File: config.mk
export PLATFORM = sky130hd
export DESIGN_NAME = brc_seq
export DESIGN_NICKNAME = d
export VERILOG_FILES = /design/src/rtl/brc_seq.sv
export SDC_FILE = /design/constraint.sdc
export NUM_CORES = 1
export LEC_CHECK = 0
export CORE_MARGIN = 8
export CORE_UTILIZATION = 45
export CTS_CLUSTER_SIZE = 40
export DETAILED_ROUTE_END_ITERATION = 8
export PLACE_DENSITY = 0.74
export SLEW_MARGIN = 20
export SYNTH_ARGS = -nofsm -noshare
export SYNTH_HDL_FRONTEND = slang
export SYNTH_SLANG_ARGS = --single-unit
File: constraint.sdc
create_clock -name i_clk -period 7.8 [get_ports i_clk]
set_input_delay 1.95 -clock i_clk [delete_from_list [all_inputs] [get_ports i_clk]]
set_output_delay 1.95 -clock i_clk [all_outputs]
set_load 0.05 [all_outputs]
File: src/rtl/brc_seq.sv
// Multi-cycle branch comparator: compares operands CHUNK bits per cycle from
// the MSB chunk down, terminating early on the first differing chunk.
module brc_seq #(
    parameter int unsigned WIDTH = 32,
    parameter int unsigned CHUNK = 8
) (
    input  logic             i_clk,
    input  logic             i_rst_n,
    input  logic             i_valid,
    output logic             o_ready,
    input  logic             i_br_un,
    input  logic [2:0]       i_br_op,
    input  logic [WIDTH-1:0] i_rs1_data,
    input  logic [WIDTH-1:0] i_rs2_data,
    input  logic             i_flush,
    output logic             o_valid,
    input  logic             i_ready,
    output logic             o_brc_less,
    output logic             o_brc_equal,
    output logic             o_br_taken,
    output logic             o_illegal
);

    localparam int unsigned NCHUNK = WIDTH / CHUNK;
    localparam int unsigned KW     = (NCHUNK > 1) ? $clog2(NCHUNK) : 1;
    localparam logic [KW-1:0] K_TOP = KW'(NCHUNK - 1);

    typedef enum logic [1:0] {
        IDLE = 2'd0,
        CMP  = 2'd1,
        DONE = 2'd2
    } state_t;

    state_t           state_q, state_d;
    logic [WIDTH-1:0] a_q, a_d;
    logic [WIDTH-1:0] b_q, b_d;
    logic             un_q, un_d;
    logic [2:0]       op_q, op_d;
    logic [KW-1:0]    k_q, k_d;
    logic             less_q, less_d;
    logic             equal_q, equal_d;
    logic             taken_q, taken_d;
    logic             illegal_q, illegal_d;

    logic [CHUNK-1:0] a_chunk, b_chunk;
    logic             chunk_lt, chunk_eq;

    // Returns {taken, illegal}; signedness is already folded into less.
    function automatic logic [1:0] decode(input logic [2:0] op,
                                          input logic lt_f,
                                          input logic eq_f);
        logic [1:0] r;
        case (op)
            3'b000:          r = {eq_f,  1'b0};
            3'b001:          r = {~eq_f, 1'b0};
            3'b100, 3'b110:  r = {lt_f,  1'b0};
            3'b101, 3'b111:  r = {~lt_f, 1'b0};
            default:         r = 2'b01;
        endcase
        return r;
    endfunction

    // Current chunk; signed mode biases the sign bit of the top chunk only.
    always_comb begin
        a_chunk = CHUNK'(a_q >> (32'(k_q) * CHUNK));
        b_chunk = CHUNK'(b_q >> (32'(k_q) * CHUNK));
        if (un_q && (k_q == K_TOP)) begin
            a_chunk[CHUNK-1] = ~a_chunk[CHUNK-1];
            b_chunk[CHUNK-1] = ~b_chunk[CHUNK-1];
        end
        chunk_lt = (a_chunk < b_chunk);
        chunk_eq = (a_chunk == b_chunk);
    end

    always_comb begin
        state_d   = state_q;
        a_d       = a_q;
        b_d       = b_q;
        un_d      = un_q;
        op_d      = op_q;
        k_d       = k_q;
        less_d    = less_q;
        equal_d   = equal_q;
        taken_d   = taken_q;
        illegal_d = illegal_q;

        if (i_flush) begin
            state_d = IDLE;
        end else begin
            case (state_q)
                IDLE: begin
                    if (i_valid) begin
                        a_d     = i_rs1_data;
                        b_d     = i_rs2_data;
                        un_d    = i_br_un;
                        op_d    = i_br_op;
                        k_d     = K_TOP;
                        state_d = CMP;
                    end
                end
                CMP: begin
                    if (!chunk_eq || (k_q == '0)) begin
                        less_d                 = chunk_lt;
                        equal_d                = chunk_eq;
                        {taken_d, illegal_d}   = decode(op_q, chunk_lt, chunk_eq);
                        state_d                = DONE;
                    end else begin
                        k_d = k_q - KW'(1);
                    end
                end
                DONE: begin
                    if (i_ready) begin
                        state_d = IDLE;
                    end
                end
                default: state_d = IDLE;
            endcase
        end
    end

    always_ff @(posedge i_clk or negedge i_rst_n) begin
        if (!i_rst_n) begin
            state_q   <= IDLE;
            a_q       <= '0;
            b_q       <= '0;
            un_q      <= 1'b0;
            op_q      <= 3'b000;
            k_q       <= K_TOP;
            less_q    <= 1'b0;
            equal_q   <= 1'b0;
            taken_q   <= 1'b0;
            illegal_q <= 1'b0;
        end else begin
            state_q   <= state_d;
            a_q       <= a_d;
            b_q       <= b_d;
            un_q      <= un_d;
            op_q      <= op_d;
            k_q       <= k_d;
            less_q    <= less_d;
            equal_q   <= equal_d;
            taken_q   <= taken_d;
            illegal_q <= illegal_d;
        end
    end

    assign o_ready     = (state_q == IDLE);
    assign o_valid     = (state_q == DONE);
    assign o_brc_less  = less_q;
    assign o_brc_equal = equal_q;
    assign o_br_taken  = taken_q;
    assign o_illegal   = illegal_q;

endmodule

==> impl_results.html <==
<table>
<tr><th>Metric</th><th>Value</th></tr>
<tr><th colspan="2">Clock tree</th></tr>
<tr><td>Level count of the clock H-tree</td><td>3</td></tr>
<tr><td>Clock-pin slew of the registers on the worst-case setup and hold paths</td><td>0.07 ns</td></tr>
<tr><td>Clock tree from TritonCTS</td><td>yes</td></tr>
<tr><td>Cell chosen for the clock root</td><td>sky130_fd_sc_hd__clkbuf_8</td></tr>
<tr><td>Hold Buf Count CTS</td><td>0</td></tr>
<tr><td>Maximum root-to-sink buffer count</td><td>2</td></tr>
<tr><td>Post-cts resize count</td><td>0</td></tr>
<tr><td>Cts bufs inserted</td><td>9</td></tr>
<tr><td>Count of clock tree sinks</td><td>76</td></tr>
<tr><td>Post CTS Setup Buffer Count</td><td>0</td></tr>
<tr><td>Clock latency at the later pin of the worst-skew pair</td><td>about 0.34 ns</td></tr>
<tr><th colspan="2">Global routing</th></tr>
<tr><td>Grt met3 use</td><td>0.0328</td></tr>
<tr><td>Largest net degree at the start of global routing</td><td>77</td></tr>
<tr><td>First-pass GRT wire length</td><td>12.1 mm</td></tr>
<tr><td>Vias in the first global route</td><td>between 2000 and 2500</td></tr>
<tr><td>Highest-utilization routing layer at the global route stage</td><td>met2</td></tr>
<tr><td>Met1 track demand over resource</td><td>0.174</td></tr>
<tr><td>Fraction of met2 tracks used by global routing</td><td>0.217</td></tr>
<tr><td>Antenna violations before repair</td><td>0</td></tr>
<tr><td>Remaining Overflow, GRT</td><td>0</td></tr>
<tr><td>Global-route usage over all layers</td><td>0.138</td></tr>
<tr><th colspan="2">Placed design</th></tr>
<tr><td>Placer Congestion</td><td>between 0.7 and 0.8</td></tr>
<tr><td># placed instances</td><td>just over 400</td></tr>
<tr><td># port buffers</td><td>78</td></tr>
<tr><td>Half-perimeter wire length of the detailed placement result</td><td>between 4 and 5 mm</td></tr>
<tr><th colspan="2">Worst hold path</th></tr>
<tr><td>Hold crit path type</td><td>reg2reg</td></tr>
<tr><td>Hold Path Sink</td><td>o_br_taken$_DFFE_PN0P_</td></tr>
<tr><td>Worst min-delay path startpoint</td><td>o_br_taken$_DFFE_PN0P_</td></tr>
<tr><td>Hold path cells</td><td>2</td></tr>
<tr><th colspan="2">Synthesis</th></tr>
<tr><td>Most used DFF post-synth</td><td>sky130_fd_sc_hd__dfrtp_1</td></tr>
<tr><td>FF+latch count, synth</td><td>76</td></tr>
<tr><td>Most frequent cell after synthesis</td><td>sky130_fd_sc_hd__dfrtp_1</td></tr>
<tr><td>Post-synth top area cell</td><td>sky130_fd_sc_hd__dfrtp_1</td></tr>
<tr><td>Share of the synthesized area in the top cell type</td><td>0.526</td></tr>
<tr><td>Number of enable flip-flop cells after synthesis</td><td>0</td></tr>
<tr><td>Mean cell area of the mapped netlist</td><td>about 15 sq um</td></tr>
<tr><td>Net count of the mapped netlist</td><td>roughly 320</td></tr>
<tr><td>Synth top cells by count</td><td>sky130_fd_sc_hd__dfrtp_1 (74), sky130_fd_sc_hd__mux2_2 (58), sky130_fd_sc_hd__mux4_2 (16)</td></tr>
<tr><td>Yosys synthesis warning count</td><td>0</td></tr>
<tr><td>Unique masters post-synth</td><td>28</td></tr>
<tr><td>Area of the mapped netlist</td><td>3520 sq um</td></tr>
<tr><td>Fraction of the yosys area taken by sequential cells</td><td>0.541</td></tr>
<tr><td>Synthesized netlist cell count</td><td>234</td></tr>
<tr><td>Fraction of synthesis flops using an asynchronous set or reset pin</td><td>1.00</td></tr>
<tr><td>Cells taking the most area after synthesis</td><td>sky130_fd_sc_hd__dfrtp_1 (53%), sky130_fd_sc_hd__mux2_2 (19%), sky130_fd_sc_hd__mux4_2 (10%)</td></tr>
<tr><th colspan="2">Flow run</th></tr>
<tr><td>Number of maximum-capacitance violations</td><td>0</td></tr>
<tr><th colspan="2">Critical path</th></tr>
<tr><td>Critical Path, Cell by Cell</td><td>nor2b_1 &gt; clkdlybuf4s50_1</td></tr>
<tr><td>Type of the worst setup path</td><td>reg2out</td></tr>
<tr><td>Worst reg2reg startpoint</td><td>k_q[0]$_DFFE_PN1P_</td></tr>
<tr><td>Worst R2R Path Depth</td><td>8</td></tr>
<tr><td>CP Capture Type</td><td>output pin</td></tr>
<tr><td>Largest fanout on the critical path</td><td>4</td></tr>
<tr><td>Crit path from</td><td>state_q[1]$_DFFE_PN0P_</td></tr>
<tr><td>Highest-delay cell along the critical path</td><td>sky130_fd_sc_hd__clkdlybuf4s50_1</td></tr>
<tr><td>Data arrival time of the critical path</td><td>approximately 1.8 ns</td></tr>
<tr><td>CP peak stage delay</td><td>a little over 0.8 ns</td></tr>
<tr><td>Critical path required time</td><td>around 5.9 ns</td></tr>
<tr><td>Setup slack on the worst flop-to-flop path</td><td>4.56 ns</td></tr>
<tr><td>Critical Path Source Type</td><td>flip-flop</td></tr>
<tr><td>Worst reg2reg endpoint</td><td>o_brc_less$_DFFE_PN0P_</td></tr>
<tr><th colspan="2">Layout</th></tr>
<tr><td>Fill cells</td><td>just over 600</td></tr>
<tr><td>Area used by multi-input combinational logic</td><td>1510 sq um</td></tr>
<tr><td>Proportion of layout cells with a drive suffix above 1</td><td>0.290</td></tr>
<tr><td>Layout overhead on the synthesized area</td><td>29.3%</td></tr>
<tr><td>Storage element area</td><td>around 1900 sq um</td></tr>
<tr><td>Finished Layout Cells</td><td>419</td></tr>
<tr><td>Number of diodes</td><td>0</td></tr>
<tr><td>Final Net Count</td><td>approximately 400</td></tr>
<tr><th colspan="2">STA</th></tr>
<tr><td>Final setup violating endpoints</td><td>0</td></tr>
<tr><td>Worst Tran Pin Value</td><td>a little over 0.9 ns</td></tr>
<tr><td>Final critical-path required period</td><td>between 3 and 4 ns</td></tr>
<tr><td>Final Cycle Share</td><td>0.478</td></tr>
<tr><td>Unrepaired setup endpoints after global routing</td><td>no</td></tr>
<tr><td>Post-Route Skew</td><td>~0.0074 ns</td></tr>
<tr><td>Maximum frequency from static timing analysis</td><td>approximately 0.27 GHz</td></tr>
<tr><td>Final-report max-slew violation count</td><td>0</td></tr>
<tr><td>Relative max-transition margin</td><td>0.377</td></tr>
<tr><td>Final Hold Vio Count</td><td>0</td></tr>
<tr><td>Total negative slack</td><td>0 ns</td></tr>
<tr><th colspan="2">Floorplanning</th></tr>
<tr><td>Die span in x</td><td>around 100 um</td></tr>
<tr><td>Die outline area</td><td>10900 sq um</td></tr>
<tr><td>Effective utilization at floorplan</td><td>0.460</td></tr>
<tr><td>Height of the die</td><td>around 100 um</td></tr>
<tr><td>Boundary Pins</td><td>79</td></tr>
<tr><td>Core region area</td><td>between 7000 and 8000 sq um</td></tr>
<tr><td>Total number of placement rows</td><td>32</td></tr>
<tr><th colspan="2">Detailed routing</th></tr>
<tr><td>Residual DRC count</td><td>0</td></tr>
<tr><td>Count of nets left with antenna violations after detail routing</td><td>0</td></tr>
<tr><td>Vias per std cell</td><td>slightly above 5</td></tr>
<tr><td>Starting DRC count in detailed routing</td><td>46</td></tr>
<tr><td>Wirelength per Cell</td><td>between 15 and 20 um</td></tr>
<tr><td>Total wire length</td><td>between 6 and 7 mm</td></tr>
<tr><td>Vias post-DR</td><td>~2200</td></tr>
<tr><td>First-pass iteration count of the detailed router</td><td>4</td></tr>
<tr><th colspan="2">Power</th></tr>
<tr><td>Maximum VDD drop</td><td>0.000136 V</td></tr>
<tr><td>Static leakage</td><td>just under 2 nW</td></tr>
<tr><td>Pwr dens</td><td>approximately 240 nW/um^2</td></tr>
<tr><th colspan="2">Outcome</th></tr>
<tr><td>Status</td><td>completed</td></tr>
</table>
==> sequential cells by signal (all words and copies together) (netlist names) <==
name         count
o_brc_equal      1
b_q             32
op_q             3
o_br_taken       1
a_q             32
un_q             1
o_brc_less       1
o_illegal        1
state_q          2
k_q              2
==> layout make-up <==
class,count,share of cell area
Multi-Input combinational cell,136,0.332
Clock inverter,2,0.00769
Clock buffer,13,0.0327
Inverter,11,0.00907
Timing Repair Buffer,79,0.173
Tap cell,102,0.0280
Sequential cell,76,0.418
==> per-layer routing <==
layer  routed length (um)  share of wire
met1                 3080           0.44
met2                 3380           0.49
met3                  345          0.050
met4                  145          0.021
met5                    0              0
==> kinds of logic after synthesis <==
logic type	share of synthesized area
flip-flops	0.541
AO/OA/AOI/OAI	0.0252
AND/OR/NAND/NOR	0.0409
XOR/XNOR	0.00746
buffers and inverters	0.0302
multiplexers	0.320
adder cells (fa/ha/maj)	0.0355
==> metrics by stage <==
stage                      util  hold slack (ns)  area, sq um  setup WS, ns  power [mW]
after global routing      0.595            0.505         4550          4.00        1.18
after global placement    0.571            0.460         4370          3.87       0.824
after floorplan               -            0.453         3520          4.69       0.729
after detailed placement  0.571            0.473         4370          3.85       0.837
after CTS                 0.595            0.490         4550          4.04        1.13
final                     0.595            0.484         4550          4.07        1.11
==> how the worst max path moves through the flow <==
stage | end | slack [ns]
3_3_place_gp | a_q[10]$_DFFE_PN0P_ | 3.87
2_1_floorplan | o_valid | 4.69
3_5_place_dp | a_q[12]$_DFFE_PN0P_ | 3.85
5_1_grt | o_valid | 4.00
4_1_cts | o_valid | 4.04
6_report | o_valid | 4.07
==> report_power, final <==
part | leakage [nW] | internal (mW) | switching [mW]
registers | 0.899 | 0.481 | 0.0442
clock network | 0.0935 | 0.155 | 0.131
logic | 0.943 | 0.175 | 0.124
==> critical path, delay by kind of cell, from the launching register on <==
family                 cells  cell delay [ns]
flip-flops                 1             0.42
buffers and inverters      1             0.83
AND/OR/NAND/NOR            1             0.20
==> cells in the final DEF, fill, tap and decap left out, types with 3 or more instances in the layout <==
cell	count
sky130_fd_sc_hd__a21oi_1	6
sky130_fd_sc_hd__clkbuf_1	3
sky130_fd_sc_hd__clkbuf_8	10
sky130_fd_sc_hd__clkdlybuf4s50_1	77
sky130_fd_sc_hd__dfrtp_1	74
sky130_fd_sc_hd__ha_1	10
sky130_fd_sc_hd__inv_1	11
sky130_fd_sc_hd__mux2_1	10
sky130_fd_sc_hd__mux2_2	58
sky130_fd_sc_hd__mux4_2	16
sky130_fd_sc_hd__nand2_1	8
sky130_fd_sc_hd__nand2b_1	3
sky130_fd_sc_hd__nor2_1	3
sky130_fd_sc_hd__nor2b_1	4
(Power assumes the default switching activity.)
